File: config.mk
export PLATFORM = sky130hd
export DESIGN_NAME = pipe_hazard_ctrl_flat
export DESIGN_NICKNAME = d
export VERILOG_FILES = /design/src/rtl/pipe_hazard_ctrl_pkg.sv /design/src/rtl/pipe_hazard_ctrl_if.sv /design/src/rtl/pipe_hazard_ctrl_hazard_cmp.sv /design/src/rtl/pipe_hazard_ctrl.sv /design/src/flat_wrapper.sv
export SDC_FILE = /design/constraint.sdc
export NUM_CORES = 1
export LEC_CHECK = 0
export ABC_AREA = 1
export CORE_UTILIZATION = 40
export CTS_CLUSTER_DIAMETER = 200
export DETAILED_ROUTE_END_ITERATION = 8
export HOLD_SLACK_MARGIN = 0.02
export PLACE_DENSITY = 0.69
export SLEW_MARGIN = 20
export SYNTH_ARGS = -nofsm -noshare
export SYNTH_HDL_FRONTEND = slang
export SYNTH_SLANG_ARGS = --single-unit
File: constraint.sdc
create_clock -name clk -period 2.04 [get_ports clk]
set_clock_uncertainty 0.05 [all_clocks]
set_input_delay 0.408 -clock clk [delete_from_list [all_inputs] [get_ports clk]]
set_output_delay 0.408 -clock clk [all_outputs]
set_load 0.01 [all_outputs]
File: src/rtl/pipe_hazard_ctrl_pkg.sv
// Shared definitions for the pipeline sequencing controller: FSM state
// encoding, register-index width, the NOP word used by the IF/ID flush and
// ID/EX bubble muxes, and a small source/destination match helper.
package pipe_hazard_ctrl_pkg;

  // Register-file index width (32 architectural registers).
  localparam int REG_W = 5;

  // Width of the internal multi-cycle down-counter; covers MC_LAT up to 15.
  localparam int MC_CNT_W = 4;

  // All-zero instruction word: decodes as a no-op with every control bit clear.
  localparam logic [31:0] NOP_INSTR = 32'h0000_0000;

  // Sequencing FSM states.
  typedef enum logic [1:0] {
    RUN     = 2'd0,
    MC_BUSY = 2'd1,
    MC_DONE = 2'd2
  } state_t;

  // True when an ID source that is actually read names the given destination.
  function automatic logic src_hits(input logic             use_src,
                                    input logic [REG_W-1:0] src,
                                    input logic [REG_W-1:0] dst);
    return use_src && (src == dst);
  endfunction

endpackage

File: src/rtl/pipe_hazard_ctrl_if.sv
// Bundle between the ID/EX pipeline stages and the sequencing controller.
// The master side is the datapath (it presents ID/EX decode information and
// consumes the enables); the slave side is the controller.
interface pipe_hazard_ctrl_if #(
  parameter int CNT_W = 16
);
  import pipe_hazard_ctrl_pkg::*;

  // Enable semantics: wpc/wpcir are level write enables sampled by the PC and
  // IF/ID registers on the same rising edge; bubble and flush_ir select the
  // NOP word into ID/EX and IF/ID on that edge. All are combinational from the
  // controller state and the current ID/EX inputs, so they are valid every
  // cycle with no separate valid/ready qualifier.
  logic [REG_W-1:0] id_rs;
  logic [REG_W-1:0] id_rt;
  logic             id_use_rs;
  logic             id_use_rt;
  logic             id_mc_op;
  logic             id_redirect;
  logic             ex_wreg;
  logic             ex_m2reg;
  logic [REG_W-1:0] ex_rn;

  logic             wpc;
  logic             wpcir;
  logic             bubble;
  logic             flush_ir;
  logic             mc_go;
  logic [CNT_W-1:0] stall_cycles;
  state_t           dbg_state;

  modport master (
    output id_rs, id_rt, id_use_rs, id_use_rt, id_mc_op, id_redirect,
           ex_wreg, ex_m2reg, ex_rn,
    input  wpc, wpcir, bubble, flush_ir, mc_go, stall_cycles, dbg_state
  );

  modport slave (
    input  id_rs, id_rt, id_use_rs, id_use_rt, id_mc_op, id_redirect,
           ex_wreg, ex_m2reg, ex_rn,
    output wpc, wpcir, bubble, flush_ir, mc_go, stall_cycles, dbg_state
  );

endinterface

File: src/rtl/pipe_hazard_ctrl_hazard_cmp.sv
// Load-use hazard comparator. Purely combinational so the forwarding unit can
// instantiate the same block. A load in EX whose destination is read by the
// instruction in ID cannot be forwarded in time; r0 is hardwired to zero and
// never creates a dependency.
module pipe_hazard_ctrl_hazard_cmp
  import pipe_hazard_ctrl_pkg::*;
(
  input  logic [REG_W-1:0] i_id_rs,
  input  logic [REG_W-1:0] i_id_rt,
  input  logic             i_id_use_rs,
  input  logic             i_id_use_rt,
  input  logic             i_ex_wreg,
  input  logic             i_ex_m2reg,
  input  logic [REG_W-1:0] i_ex_rn,
  output logic             o_lu_haz
);

  logic w_ex_load_wr;
  logic w_src_dep;

  // A load that really writes a non-zero register, against either used source.
  always_comb begin
    w_ex_load_wr = i_ex_m2reg && i_ex_wreg && (i_ex_rn != '0);
    w_src_dep    = src_hits(i_id_use_rs, i_id_rs, i_ex_rn) ||
                   src_hits(i_id_use_rt, i_id_rt, i_ex_rn);
    o_lu_haz     = w_ex_load_wr && w_src_dep;
  end

endmodule

File: src/rtl/pipe_hazard_ctrl.sv
// Pipeline sequencing controller for the 5-stage CPU. Drives the PC and IF/ID
// write enables, the ID/EX bubble select and the IF/ID flush. Stalls one cycle
// on a load-use hazard, holds a multi-cycle op in ID for MC_LAT cycles while
// the mul/div unit works, and kills the wrong-path fetch on an ID redirect.
module pipe_hazard_ctrl
  import pipe_hazard_ctrl_pkg::*;
#(
  parameter int MC_LAT = 4,
  parameter int CNT_W  = 16
) (
  input  logic            clk,
  input  logic            rst,
  pipe_hazard_ctrl_if.slave bus
);

  // Latency is loaded into a 4-bit down-counter and must leave at least one
  // MC_BUSY cycle, so only 2..15 make sense.
  if (MC_LAT < 2 || MC_LAT > 15) begin : g_bad_mc_lat
    $error("pipe_hazard_ctrl: MC_LAT must be in 2..15");
  end

  // Cycles spent in MC_BUSY after the issue cycle in RUN.
  localparam logic [MC_CNT_W-1:0] MC_BUSY_CYC = MC_CNT_W'(MC_LAT - 1);

  state_t              r_state;
  logic [MC_CNT_W-1:0] r_cnt;
  logic [CNT_W-1:0]    r_stall_cycles;

  logic w_lu_haz;
  logic w_wpc;
  logic w_wpcir;
  logic w_bubble;
  logic w_flush_ir;
  logic w_mc_go;
  logic w_stall_sat;

  pipe_hazard_ctrl_hazard_cmp u_hazard_cmp (
    .i_id_rs     (bus.id_rs),
    .i_id_rt     (bus.id_rt),
    .i_id_use_rs (bus.id_use_rs),
    .i_id_use_rt (bus.id_use_rt),
    .i_ex_wreg   (bus.ex_wreg),
    .i_ex_m2reg  (bus.ex_m2reg),
    .i_ex_rn     (bus.ex_rn),
    .o_lu_haz    (w_lu_haz)
  );

  // Enables decoded from state and live ID/EX inputs; the default is the safe
  // frozen setting (hold PC and IF/ID, inject a bubble), which is also what
  // reset forces.
  always_comb begin
    w_wpc      = 1'b0;
    w_wpcir    = 1'b0;
    w_bubble   = 1'b1;
    w_flush_ir = 1'b0;
    w_mc_go    = 1'b0;
    if (!rst) begin
      case (r_state)
        RUN: begin
          if (w_lu_haz) begin
            // Load result not ready: hold ID, a pending redirect waits too.
            w_wpc = 1'b0;
          end else if (bus.id_mc_op) begin
            // Issue cycle counts as the first of the MC_LAT stall cycles.
            w_mc_go = 1'b1;
          end else begin
            w_wpc      = 1'b1;
            w_wpcir    = 1'b1;
            w_bubble   = 1'b0;
            w_flush_ir = bus.id_redirect;
          end
        end
        MC_BUSY: begin
          // ID is frozen; redirect and load-use inputs are not acted upon.
          w_wpc = 1'b0;
        end
        MC_DONE: begin
          // The multi-cycle op now leaves ID; its still-asserted id_mc_op is
          // not a new request, but a redirect it resolved is honoured.
          w_wpc      = 1'b1;
          w_wpcir    = 1'b1;
          w_bubble   = 1'b0;
          w_flush_ir = bus.id_redirect;
        end
        default: begin
          w_wpc = 1'b0;
        end
      endcase
    end
  end

  // Sequencing FSM with the multi-cycle latency down-counter.
  always_ff @(posedge clk or posedge rst) begin
    if (rst) begin
      r_state <= RUN;
      r_cnt   <= '0;
    end else begin
      case (r_state)
        RUN: begin
          if (!w_lu_haz && bus.id_mc_op) begin
            r_cnt   <= MC_BUSY_CYC;
            r_state <= MC_BUSY;
          end
        end
        MC_BUSY: begin
          r_cnt <= r_cnt - 1'b1;
          if (r_cnt == MC_CNT_W'(1)) begin
            r_state <= MC_DONE;
          end
        end
        MC_DONE: begin
          r_state <= RUN;
        end
        default: begin
          r_state <= RUN;
          r_cnt   <= '0;
        end
      endcase
    end
  end

  assign w_stall_sat = &r_stall_cycles;

  // Performance counter of cycles in which IF/ID was held; sticks at all-ones.
  always_ff @(posedge clk or posedge rst) begin
    if (rst) begin
      r_stall_cycles <= '0;
    end else if (!w_wpcir && !w_stall_sat) begin
      r_stall_cycles <= r_stall_cycles + 1'b1;
    end
  end

  assign bus.wpc          = w_wpc;
  assign bus.wpcir        = w_wpcir;
  assign bus.bubble       = w_bubble;
  assign bus.flush_ir     = w_flush_ir;
  assign bus.mc_go        = w_mc_go;
  assign bus.stall_cycles = r_stall_cycles;
  assign bus.dbg_state    = r_state;

endmodule

File: src/flat_wrapper.sv
// flat-port wrapper written by rule: the top's interface ports become plain ports
module pipe_hazard_ctrl_flat import pipe_hazard_ctrl_pkg::*;
#(
  parameter int MC_LAT = 4,
  parameter int CNT_W  = 16
)
  (clk, rst, bus_id_rs, bus_id_rt, bus_id_use_rs, bus_id_use_rt, bus_id_mc_op, bus_id_redirect, bus_ex_wreg, bus_ex_m2reg, bus_ex_rn, bus_wpc, bus_wpcir, bus_bubble, bus_flush_ir, bus_mc_go, bus_stall_cycles, bus_dbg_state);
  pipe_hazard_ctrl_if #(.CNT_W(CNT_W)) bus_i ();
  input  logic clk;
  input  logic rst;
  input wire logic [$bits(bus_i.id_rs)-1:0] bus_id_rs;
  input wire logic [$bits(bus_i.id_rt)-1:0] bus_id_rt;
  input wire logic [$bits(bus_i.id_use_rs)-1:0] bus_id_use_rs;
  input wire logic [$bits(bus_i.id_use_rt)-1:0] bus_id_use_rt;
  input wire logic [$bits(bus_i.id_mc_op)-1:0] bus_id_mc_op;
  input wire logic [$bits(bus_i.id_redirect)-1:0] bus_id_redirect;
  input wire logic [$bits(bus_i.ex_wreg)-1:0] bus_ex_wreg;
  input wire logic [$bits(bus_i.ex_m2reg)-1:0] bus_ex_m2reg;
  input wire logic [$bits(bus_i.ex_rn)-1:0] bus_ex_rn;
  output wire logic [$bits(bus_i.wpc)-1:0] bus_wpc;
  output wire logic [$bits(bus_i.wpcir)-1:0] bus_wpcir;
  output wire logic [$bits(bus_i.bubble)-1:0] bus_bubble;
  output wire logic [$bits(bus_i.flush_ir)-1:0] bus_flush_ir;
  output wire logic [$bits(bus_i.mc_go)-1:0] bus_mc_go;
  output wire logic [$bits(bus_i.stall_cycles)-1:0] bus_stall_cycles;
  output wire logic [$bits(bus_i.dbg_state)-1:0] bus_dbg_state;
  assign bus_i.id_rs = bus_id_rs;
  assign bus_i.id_rt = bus_id_rt;
  assign bus_i.id_use_rs = bus_id_use_rs;
  assign bus_i.id_use_rt = bus_id_use_rt;
  assign bus_i.id_mc_op = bus_id_mc_op;
  assign bus_i.id_redirect = bus_id_redirect;
  assign bus_i.ex_wreg = bus_ex_wreg;
  assign bus_i.ex_m2reg = bus_ex_m2reg;
  assign bus_i.ex_rn = bus_ex_rn;
  assign bus_wpc = bus_i.wpc;
  assign bus_wpcir = bus_i.wpcir;
  assign bus_bubble = bus_i.bubble;
  assign bus_flush_ir = bus_i.flush_ir;
  assign bus_mc_go = bus_i.mc_go;
  assign bus_stall_cycles = bus_i.stall_cycles;
  assign bus_dbg_state = bus_i.dbg_state;
  pipe_hazard_ctrl #(.MC_LAT(MC_LAT), .CNT_W(CNT_W)) u_core (.clk(clk), .rst(rst), .bus(bus_i));
endmodule
-- Word-level counts from Yosys, hierarchy flattened
Cells that the tools add are included.
- register bits: 22
- input port bits: 23
- logic and storage cells: 49
- equality and inequality tests: 7
- mux-type cells: 20
- bitwise logic cells: 1
- add/subtract/negate cells: 2
- reduce and logical (&&, ||, !) cells: 16
- operators with widths (cell ; number):
    adder 16 x 1 -> 16 bit, second input constant ; 1
    AND reduction 16 bit ; 1
    2-to-1 mux 1 bit ; 12
    one-hot mux 4 bit (3 select lines) ; 1
    == test 5 bit ; 2
    logical AND 1 bit ; 7
    one-hot mux 1 bit (2 select lines) ; 3
    nonzero test 5 bit ; 1
    == test 4 x 1 -> 1 bit, second input constant ; 1
    2-to-1 mux 2 bit ; 2
    2-to-1 mux 4 bit ; 1
    inequality test 2 x 1 -> 1 bit, second input constant ; 2
    one-hot mux 2 bit (2 select lines) ; 1
    AND reduction 2 bit ; 2
    subtractor 4 x 1 -> 4 bit, second input constant ; 1
    zero test 1 bit ; 3
    == test 2 x 1 -> 1 bit, second input constant ; 1
    == test 2 bit, second input constant ; 1
    zero test 2 bit ; 1
    logical OR 1 bit ; 1
    NOT 1 bit ; 1

-- Depth between registers and ports, before layout
Gate-level depths: netlist of the first run.
- word-level depth: 9
- depth in mapped cells: 12
- depth with buffers taken out: 11

-- By module
From an unflattened synthesis of the first run, not the netlist that was laid out.
- cells, all modules: 236
- area total of the unflattened synthesis: 1542.7 µm²
- modules (own cells, without submodules) (module ; instances ; area each (µm²) ; sequential area each (µm²) ; cells an instance):
    pipe_hazard_ctrl ; 1 ; 1325.0 ; 550.5 ; 181
    pipe_hazard_ctrl_hazard_cmp ; 1 ; 217.7 ; 0.0 ; 55

-- Least setup slack after synthesis of the first run
No wires, ideal clock.
- path type: in2out
- start point: input port bus_ex_rn[3]
- end point: output port bus_wpcir
- setup slack: 0.138 ns
- data arrival time: 1.444 ns
- stages on the path: 12
- buffers on the path: 3
- cell sequence: inv_1 > nand2_1 > nand2_1 > nor2_1 > nand3_1 > nand2_1 > nand3_1 > nand2_1 > buf_6 > buf_4 > inv_2 > buf_4
- cells in the longest elaborated chain, start to end: 7
- elaborated cells between the ends (all ways): 11
- classes of those cells: 2 x eq/ne; 3 x mux; 6 x reduce/logical
- ends and longest elaborated chain (what ; line ; source):
    start, declared ; flat_wrapper.sv:19 ; input wire logic [$bits(bus_i.ex_rn)-1:0] bus_ex_rn;
    == test 5 bit ; pipe_hazard_ctrl_pkg.sv:26 ; return use_src && (src == dst);
    logical AND 1 bit ; pipe_hazard_ctrl_pkg.sv:26 ;
    logical OR 1 bit ; pipe_hazard_ctrl_hazard_cmp.sv:24 ; w_src_dep = src_hits(i_id_use_rs, i_id_rs, i_ex_rn) ||
    logical AND 1 bit (*) ; pipe_hazard_ctrl_hazard_cmp.sv:26 ; o_lu_haz = w_ex_load_wr && w_src_dep;
    2-to-1 mux 1 bit (*) ; - ;
    one-hot mux 1 bit (2 select lines) (*) ; - ;
    2-to-1 mux 1 bit (*) ; - ;
    end, declared ; flat_wrapper.sv:21 ; output wire logic [$bits(bus_i.wpcir)-1:0] bus_wpcir;
Every way passes the cells marked *; elsewhere a longest branch is shown, timed or not.

-- Worst setup path after layout of the first run
- start point: input port bus_id_rs[2]
- end point: output port bus_bubble
- cells in the longest elaborated chain, start to end: 7
- ends and longest elaborated chain (what ; line ; source):
    start, declared ; flat_wrapper.sv:11 ; input wire logic [$bits(bus_i.id_rs)-1:0] bus_id_rs;
    == test 5 bit ; pipe_hazard_ctrl_pkg.sv:26 ;
    logical AND 1 bit ; pipe_hazard_ctrl_pkg.sv:26 ;
    logical OR 1 bit ; pipe_hazard_ctrl_hazard_cmp.sv:24 ;
    logical AND 1 bit ; pipe_hazard_ctrl_hazard_cmp.sv:26 ;
    2-to-1 mux 1 bit ; pipe_hazard_ctrl.sv:60 ; if (w_lu_haz) begin
    one-hot mux 1 bit (2 select lines) ; pipe_hazard_ctrl.sv:58 ; case (r_state)
    2-to-1 mux 1 bit ; pipe_hazard_ctrl.sv:57 ; if (!rst) begin
    end, declared ; flat_wrapper.sv:22 ; output wire logic [$bits(bus_i.bubble)-1:0] bus_bubble;
Every way passes these cells.

==> impl_metrics.yaml, run 1 <==
outcome:
  status: "complete, no violations"
floorplanning:
  initial_core_util: 0.426
  die-area_um2: 4210
  dieWidth_um: 64.9
  die_y_um: 64.9
  core-area_um2: 3720
  rows: 22
  ios: 46
placement:
  preCtsSetupSlack_ns: -0.637
  dpl.hpwl_mm: 2.78
  port_buffers: 45
  gp_congestion: 0.847
clock_tree:
  cts_tree: "built"
  clock-sinks: 22
  cts_inserted_buffers: 3
  cts_buffer_depth: 2
  cts.reportedPaths.clkPinSlew_ns: 0.07
  htree_levels: 1
  insertion_delay_ns: 0.26
  cts-root-buf: "clkbuf_8"
setup_path:
  critPathLaunchType: "primary input"
  rr_worst_depth: 9
  crit_buf_inv: 3
  critPathCaptureType: "primary output"
  rr_endpoint: "u_core.bus.stall_cycles[2]"
  cp_slowest_cell: "dlygate4sd2_1"
  cp_slowest_stage_delay_ns: 0.24
  crit_fanout: 3
  r2r-start: "u_core.bus.stall_cycles[0]"
  critical_path.top_delay_family: "simple AND/OR/NAND/NOR gates"
  required_ns: 1.58
  critPathKind: "in2out"
  path_cells: "dlygate4sd2_1, nand2_1, nand2_1, nor2_1, nand3_1, nand2_2, nand3_2, nand2_4, buf_4, buf_2"
  r2r_slack_ns: 0.19
  crit_top_cell: "nand2_1"
  arrival_ns: 1.49
power_and_ir_drop:
  pwr-share-seq: 0.373
  switching_power_w: 0.000761
  power.total_w: 0.00192
  p_sw_frac: 0.397
  combPwrFrac: 0.491
  clkPwrFrac: 0.136
  p_leak_nw: 1.16
  power.internal_w: 0.00116
  irDropWorstVdd_mv: 0.529
  power_density_nw_per_um2: 880
route:
  wl_per_cell_um: 11.0
  drtAntennaViolNets: 0
  viasPerCell: 4.64
  drt_iter0_drc: 84
  route.detailed.drc: 0
  wl_mm: 3.72
  drt_first_pass_iters: 5
  vias: 1562
sta:
  final_hold_viol_count: 0
  fin_setup_tns_ns: 0
  timing.slew.headroom: 0.778
  tightest_slew_ns: 0.332
  layout_min_cycle_time_ns: 1.94
  setup_viol: 0
  max_freq_mhz: 514
  min_period_over_period: 0.953
  slew_violations: 0
  fin_hold_ws_ns: 0.303
  worst_slack_ns: 0.0954
synth:
  synth_top_area_share: 0.348
  syn_area_per_cell_um2: 6.79
  synthesis.area_um2: 1580
  ys_types: 25
  synth_top_cell_by_area: "dfrtp_1"
  synth.area.top_cells: "dfrtp_1, nand2_1, nand3_1"
  yosysSeqAreaShare: 0.348
  synth_warnings: 0
  ys_ff_latch: 22
  synth_nets: 259
  syn-instance-count: 233
global_route:
  grt.total_usage: 0.196
  gr-total-overflow: 0
  grt_pass1_wl_mm: 6.51
  grt_pass1_vias: 1492
  grt_start_max_net_pins: 23
  antenna_found_initial: 0
final_layout:
  final_layout_size_suffix_gt1_frac: 0.152
  diodes: 0
  fin_nets: 317
  num-fill-cells: 386
  fin_util: 0.586
  syn2layout_area_growth_pct: 37.6
worst_hold_path:
  hp-class: "in2async"
run:
  maxCapViolations: 0
==> cell usage in the layout, fill, tap and decap left out, drive strengths merged <==
| cell | count |
|---|---|
| nand3 | 35 |
| nor2 | 26 |
| xnor2 | 8 |
| clkdlybuf4s15 | 3 |
| dfrtp | 22 |
| clkdlybuf4s50 | 21 |
| dlygate4sd2 | 9 |
| nand2 | 85 |
| o31ai | 1 |
| o22ai | 1 |
| xor2 | 6 |
| a21boi | 1 |
| nor3 | 3 |
| ha | 3 |
| clkbuf | 8 |
| dlymetal6s2s | 2 |
| buf | 18 |
| nand4 | 4 |
| a211oi | 1 |
| or2 | 1 |
| inv | 31 |
==> Yosys cell counts (all sizes together) <==
cell	n
nand2	85
xnor2	8
nand4	4
inv	31
nand3	35
a21boi	1
or2	1
nor3	3
nor2	26
o22ai	1
ha	3
a211oi	1
dfrtp	22
buf	5
xor2	6
o31ai	1
==> what timing repair did <==
item                                    CTS  global route
hold buffers                              0             0
setup buffers                             3             1
pin swaps                                12            12
gates resized for setup                  38            22
endpoints found under the setup margin   21            21
==> power by group through the flow <==
stage / sequential [W] / combinational (W) / clock (W)
after floorplan: 0.000736 / 0.000510 / 0
final: 0.000715 / 0.000941 / 0.000262
after CTS: 0.000716 / 0.000948 / 0.000268
after global placement: 0.000718 / 0.000917 / 0
after detailed placement: 0.000720 / 0.000937 / 0
after global routing: 0.000740 / 0.00107 / 0.000292
==> metal layers <==
metal | up-vias | GRT usage | part of all wire
li1 | 839 | - | -
met5 | - | 0 | 0
met1 | 692 | 0.275 | 0.52
met3 | 5 | 0.0211 | 0.033
met2 | 26 | 0.316 | 0.43
met4 | 0 | 0.0500 | 0.012
==> flip-flops by register name, summed over array words and instances (netlist names) <==
name                     count
u_core.r_cnt                 4
u_core.bus.stall_cycles     16
u_core.bus.dbg_state         2
==> worst max-delay path by stage <==
| stage | from | slack, ns | end | cells after the start |
|---|---|---|---|---|
| floorplan | bus_ex_rn[3] | 0.14 | bus_wpcir | 12 |
| global placement | bus_ex_rn[1] | -0.62 | bus_bubble | 10 |
| detailed placement | bus_ex_rn[1] | -0.64 | bus_bubble | 10 |
| CTS | bus_ex_rn[1] | 0.01 | bus_flush_ir | 12 |
| global route | bus_id_rs[4] | -0.005 | bus_flush_ir | 12 |
| finish | bus_id_rs[2] | 0.1 | bus_bubble | 10 |
==> through the flow <==
stage | instance area [µm²] | std cells
floorplan | 1580 | 233
global route | 2180 | 337
CTS | 2170 | 336
detailed placement | 2120 | 330
global placement | 2120 | 330
finish | 2180 | 337
==> area by class of cell <==
cell class              count  area, µm²  area share
multi-input cells         175        902       0.414
flip-flops and latches     22        551       0.253
repair buffers             58        508       0.233
inverters                  31        116      0.0534
well taps                  48       60.1      0.0276
clock buffers               3       41.3      0.0190
==> tightest hold or removal path, stage by stage <==
cell and delay (ns):
dlymetal6s2s_1 0.14, buf_4 0.14, inv_1 0.04, buf_4 0.28
==> cell families after synthesis <==
kind of cell | Yosys count | synth area share
AOI/OAI and AO/OA | 4 | 0.0182
buffers and inverters | 36 | 0.100
and+or+nand+nor | 154 | 0.432
adders and majority gates | 3 | 0.0237
DFF | 22 | 0.348
xor gates and xnor gates | 14 | 0.0775
Power figures use the tool's default switching activity.
==> inputs of run 2 (changes only) <==
--- a/config.mk
+++ b/config.mk
@@ -6,11 +6,13 @@
 export NUM_CORES = 1
 export LEC_CHECK = 0
 export ABC_AREA = 1
-export CORE_UTILIZATION = 40
+export CELL_PAD_IN_SITES_DETAIL_PLACEMENT = 1
+export CELL_PAD_IN_SITES_GLOBAL_PLACEMENT = 2
+export CORE_UTILIZATION = 25
 export CTS_CLUSTER_DIAMETER = 200
 export DETAILED_ROUTE_END_ITERATION = 8
 export HOLD_SLACK_MARGIN = 0.02
-export PLACE_DENSITY = 0.69
+export PLACE_DENSITY_LB_ADDON = 0.1
 export SLEW_MARGIN = 20
 export SYNTH_ARGS = -nofsm -noshare
 export SYNTH_HDL_FRONTEND = slang
==> constraint.sdc (replaced) <==
create_clock -name clk -period 2.04 [get_ports clk]
set_clock_uncertainty 0.05 [all_clocks]
set_input_delay 0.306 -clock clk [delete_from_list [all_inputs] [get_ports clk]]
set_output_delay 0.306 -clock clk [all_outputs]
set_load 0.01 [all_outputs]
==> run 2 against run 1 <==
  * Via count up 4.7%
  * Cell area grew 4.8%
  * Hold slack better by 0.13 ns
  * Critical endpoint is now bus_flush_ir
==> impl_metrics.yaml, run 2 (synthesis gave the netlist of run 1 again) <==
route:
  vias: 1635
  wl_mm: 4.71
  drt_iter0_drc: 17
  wl_per_cell_um: 12.9
  viasPerCell: 4.47
  drt_first_pass_iters: 3
  drtAntennaViolNets: 0
  route.detailed.drc: 0
clock_tree:
  insertion_delay_ns: 0.27
  cts_buffer_depth: 2
  cts_tree: "built"
  htree_levels: 1
  cts_inserted_buffers: 3
  cts-root-buf: "clkbuf_8"
  clock-sinks: 22
  cts.reportedPaths.clkPinSlew_ns: 0.09
setup_path:
  crit_buf_inv: 3
  required_ns: 1.68
  crit_fanout: 3
  critPathKind: "in2out"
  rr_endpoint: "u_core.bus.stall_cycles[1]"
  path_cells: "clkdlybuf4s50_1, nand2_1, nand2_1, nor2_1, nand3_1, nand2_2, nand3_2, nand2_2, buf_6, nor2_2, buf_2"
  critical_path.top_delay_family: "buffers and inverters"
  crit_path_end: "bus_flush_ir"
  critPathCaptureType: "primary output"
  r2r_slack_ns: 0.29
  cp_slowest_stage_delay_ns: 0.49
  startpoint: "bus_id_rs[0]"
  rr_worst_depth: 9
  r2r-start: "u_core.bus.stall_cycles[1]"
  critical_path_depth: 11
  critPathLaunchType: "primary input"
  arrival_ns: 1.56
  cp_slowest_cell: "clkdlybuf4s50_1"
final_layout:
  final_layout_size_suffix_gt1_frac: 0.141
  fin_nets: 318
  syn2layout_area_growth_pct: 44.3
  final_common_cell: "nand2_1"
  diodes: 0
  largest_reg_flops: 16
  mostFrequentLayoutCells: "nand2_1, nand3_1, clkdlybuf4s50_1"
  num-fill-cells: 766
run:
  maxCapViolations: 0
floorplanning:
  dieWidth_um: 81.6
  initial_core_util: 0.263
  die_y_um: 81.6
  die-area_um2: 6650
  ios: 46
  core-area_um2: 6030
  rows: 28
sta:
  setup_viol: 0
  final_hold_viol_count: 0
  rsz0062_at_grt: "false"
  tightest_slew_ns: 0.388
  min_period_over_period: 0.939
  slew_violations: 0
  max_freq_mhz: 522
  timing.slew.headroom: 0.741
  layout_min_cycle_time_ns: 1.92
  fin_hold_ws_ns: 0.433
worst_hold_path:
  hp-class: "in2async"
placement:
  port_buffers: 45
  dpl.hpwl_mm: 3.64
  gp_congestion: 0.758
global_route:
  grt_pass1_vias: 1729
  grt_start_max_net_pins: 18
  grt_pass1_wl_mm: 8.20
  grt.total_usage: 0.158
  gr-total-overflow: 0
  antenna_found_initial: 0
power_and_ir_drop:
  irDropWorstVdd_mv: 0.442
  power.total_w: 0.00211
  p_leak_nw: 1.20
  power_density_nw_per_um2: 923
outcome:
  status: "complete, no violations"
==> run 2: cell types whose count changed in the layout (fill, tap and decap cells not counted) <==
| cell | before | now |
|---|---|---|
| nand2_2 | 2 | 3 |
| a211oi_2 | 1 | 0 |
| buf_12 | 1 | 2 |
| dlymetal6s2s_1 | 2 | 6 |
| clkdlybuf4s50_1 | 21 | 27 |
| clkbuf_2 | 5 | 1 |
| nand2_8 | 1 | 0 |
| bufinv_16 | 0 | 1 |
| buf_2 | 5 | 4 |
| nor2_1 | 25 | 24 |
| a211oi_1 | 0 | 1 |
| nor2_2 | 0 | 1 |
| clkdlybuf4s15_1 | 3 | 0 |
| dlygate4sd2_1 | 9 | 7 |
==> run 2: what timing repair did <==
action / 4_1_cts / 5_1_grt
endpoints found under the setup margin: 21 / 21
cloned: 0 / 0
gates resized for setup: 28 / 10
pin swaps: 4 / 5
hold buffers: 0 / 0
setup buffers: 3 / 0
==> run 2: cell type report <==
class	instances	area (µm²)	share of cell area
Tap cell	75	93.8	0.0411
Timing Repair Buffer	59	566	0.248
Clock buffer	3	41.3	0.0181
Multi-Input combinational cell	175	886	0.388
Sequential cell	22	551	0.241
Inverter	31	116	0.0510
Clock inverter	1	30.0	0.0132
==> run 2: worst min path at each step <==
stage | startpoint | to | slack, ns | cells after the start
after detailed placement | u_core.bus.stall_cycles[1] | u_core.bus.stall_cycles[1] | 0.48 | 2
after global routing | rst | u_core.bus.stall_cycles[15] | 0.48 | 3
after floorplan | rst | u_core.bus.dbg_state[0] | 0.25 | 1
after CTS | rst | u_core.bus.stall_cycles[6] | 0.45 | 3
final | rst | u_core.bus.stall_cycles[8] | 0.43 | 3
after global placement | u_core.bus.stall_cycles[1] | u_core.bus.stall_cycles[1] | 0.47 | 2
==> run 2: worst reg2reg max path, delay by kind of cell, from the launching register on <==
kind | cells | cell delay (ns)
DFF | 1 | 0.40
adders and majority gates | 1 | 0.25
and+or+nand+nor | 7 | 0.76
buffers and inverters | 1 | 0.19
==> run 2: metal layers <==
layer | track usage | share of wire | vias to the layer above
met4 | 0.0263 | 0.0053 | 0
met1 | 0.207 | 0.51 | 771
li1 | - | - | 841
met5 | 0 | 0 | -
met3 | 0.0256 | 0.030 | 2
met2 | 0.277 | 0.46 | 21
==> run 2: power by group <==
group          switching, W  leakage (nW)  internal [W]  total, W
clock network      0.000168        0.0357      0.000263  0.000430
logic              0.000494         0.882      0.000476  0.000970
registers          0.000150         0.287      0.000559  0.000708
total              0.000811          1.20       0.00130   0.00211
==> run 2: through the flow <==
stage	utilization	instance area (µm²)	instances	setup slack (ns)	TNS, ns
floorplan	-	1580	233	0.299	0
global placement	0.364	2190	359	-0.434	-6.37
detailed placement	0.364	2190	359	-0.448	-6.73
CTS	0.376	2260	366	0.0162	0
global route	0.379	2280	366	0.0336	0
finish	0.379	2280	366	0.124	0
==> inputs of run 3 (changes only) <==
--- a/config.mk
+++ b/config.mk
@@ -8,6 +8,7 @@
 export ABC_AREA = 1
 export CELL_PAD_IN_SITES_DETAIL_PLACEMENT = 1
 export CELL_PAD_IN_SITES_GLOBAL_PLACEMENT = 2
+export CORE_ASPECT_RATIO = 1.4
 export CORE_UTILIZATION = 25
 export CTS_CLUSTER_DIAMETER = 200
 export DETAILED_ROUTE_END_ITERATION = 8
==> run 3 against run 2 <==
  * Wire length down 2.4%
  * Critical path type unchanged
  * Utilization is 0.25 points higher
  * Maximum frequency shrank 0.45%
  * Largest cell class unchanged
  * Via count is 1.3% higher
==> impl_metrics.yaml, run 3 (synthesis gave the netlist of run 1 again) <==
power_and_ir_drop:
  p_leak_nw: 1.18
  clkPwrFrac: 0.195
  irDropWorstVdd_mv: 0.406
  combPwrFrac: 0.487
  p_sw_frac: 0.376
  pwr-share-seq: 0.318
  power_density_nw_per_um2: 941
  power.internal_w: 0.00134
  switching_power_w: 0.000809
final_layout:
  final_layout_size_suffix_gt1_frac: 0.159
  syn2layout_area_growth_pct: 44.3
  num-fill-cells: 779
  fin_nets: 322
  largest_reg_flops: 16
  final_common_cell: "nand2_1"
  diodes: 0
  finalInstanceArea_um2: 2280
  multiInputGateArea_um2: 898
  register_area_um2: 551
  mostFrequentLayoutCells: "nand2_1, nand3_1, clkdlybuf4s50_1"
setup_path:
  crit_top_cell: "buf_6"
  cp_slowest_stage_delay_ns: 0.45
  critPathLaunchType: "primary input"
  cp_slowest_cell: "clkdlybuf4s50_1"
  required_ns: 1.68
  critPathKind: "in2out"
  crit_fanout: 2
  critPathCaptureType: "primary output"
  path_cells: "clkdlybuf4s50_1, nand2_1, nor2_1, nand3_1, nand2_2, nand3_2, nand2_4, buf_6, buf_4, buf_6"
  arrival_ns: 1.57
sta:
  min_period_over_period: 0.944
  tightest_slew_ns: 0.339
  final_hold_viol_count: 0
  timing.slew.headroom: 0.773
  fin_hold_ws_ns: 0.491
  layout_min_cycle_time_ns: 1.92
  slew_violations: 0
  max_freq_mhz: 519
  rsz0062_at_grt: "false"
  setup_viol: 0
clock_tree:
  cts.reportedPaths.clkPinSlew_ns: 0.09
  insertion_delay_ns: 0.27
  cts-root-buf: "clkbuf_8"
  cts_inserted_buffers: 3
  htree_levels: 1
  cts_hold_buf: 0
  cts_buffer_depth: 2
  cts_tree: "built"
  clock-sinks: 22
floorplanning:
  ios: 46
  core-area_um2: 5990
  rows: 33
  die-area_um2: 6660
  initial_core_util: 0.264
  dieWidth_um: 69.2
  die_y_um: 96.1
placement:
  gp_congestion: 0.717
  port_buffers: 45
  dpl_cell_area_um2: 2200
  dpl.hpwl_mm: 3.65
global_route:
  antenna_found_initial: 0
  gr-total-overflow: 0
  grt_pass1_wl_mm: 7.63
  grt_pass1_vias: 1689
  grt_start_max_net_pins: 23
  grt.total_usage: 0.146
outcome:
  status: "complete, no violations"
route:
  drt_first_pass_iters: 4
  viasPerCell: 4.54
  route.detailed.drc: 0
  drt_iter0_drc: 51
  drtAntennaViolNets: 0
  wl_mm: 4.59
  vias: 1657
  wl_per_cell_um: 12.6
worst_hold_path:
  hp-class: "reg2reg"
run:
  maxCapViolations: 0
==> run 3: routing by layer <==
layer	vias to the layer above	share of wire	GRT usage
li1	849	-	-
met1	767	0.42	0.153
met2	34	0.53	0.296
met3	7	0.036	0.0199
met4	0	0.014	0.0459
met5	-	0	0
==> run 3: path summary, 6_finish.rpt <==
path | cells past startpoint | endpoint | startpoint | slack (ns)
max | 10 | bus_bubble | bus_id_use_rt | 0.12
min | 2 | u_core.r_cnt[3] | u_core.r_cnt[3] | 0.49
max reg2reg | 9 | u_core.bus.stall_cycles[1] | u_core.bus.stall_cycles[1] | 0.26
min reg2reg | 2 | u_core.r_cnt[3] | u_core.r_cnt[3] | 0.49
max in group asynchronous | 4 | u_core.bus.stall_cycles[1] | rst | 1.19
min in group asynchronous | 4 | u_core.r_cnt[0] | rst | 0.52
==> run 3: power by group through the flow <==
stage | clock network (W) | logic, W | registers [W]
2_1_floorplan | 0 | 0.000510 | 0.000736
3_3_place_gp | 0 | 0.00105 | 0.000688
3_5_place_dp | 0 | 0.00106 | 0.000694
4_1_cts | 0.000437 | 0.00106 | 0.000685
5_1_grt | 0.000451 | 0.00118 | 0.000710
6_report | 0.000419 | 0.00105 | 0.000684
==> run 3: layout make-up <==
type / instances / area share
Multi-Input combinational cell: 175 / 0.393
Tap cell: 70 / 0.0384
Timing Repair Buffer: 63 / 0.245
Sequential cell: 22 / 0.241
Clock buffer: 3 / 0.0181
Clock inverter: 1 / 0.0132
Inverter: 31 / 0.0510
==> run 3: per-stage QoR <==
step | setup TNS, ns | setup slack [ns] | instances | power [W] | util
4_1_cts | 0 | 0.00678 | 365 | 0.00218 | 0.379
6_report | 0 | 0.115 | 365 | 0.00215 | 0.381
2_1_floorplan | 0 | 0.299 | 233 | 0.00125 | -
5_1_grt | 0 | 0.0264 | 365 | 0.00234 | 0.381
3_3_place_gp | -7.26 | -0.602 | 359 | 0.00174 | 0.367
3_5_place_dp | -7.48 | -0.599 | 359 | 0.00175 | 0.367
==> run 3: what timing repair did <==
action                                  4_1_cts  5_1_grt
endpoints found under the setup margin       21       12
setup buffers                                 2        0
pin swaps                                     4        5
gates resized for setup                      39        6
==> run 3: critical path: cells and delay by family <==
| family | cells | cell delay (ns) |
|---|---|---|
| buffers and inverters | 4 | 0.75 |
| and+or+nand+nor | 6 | 0.50 |
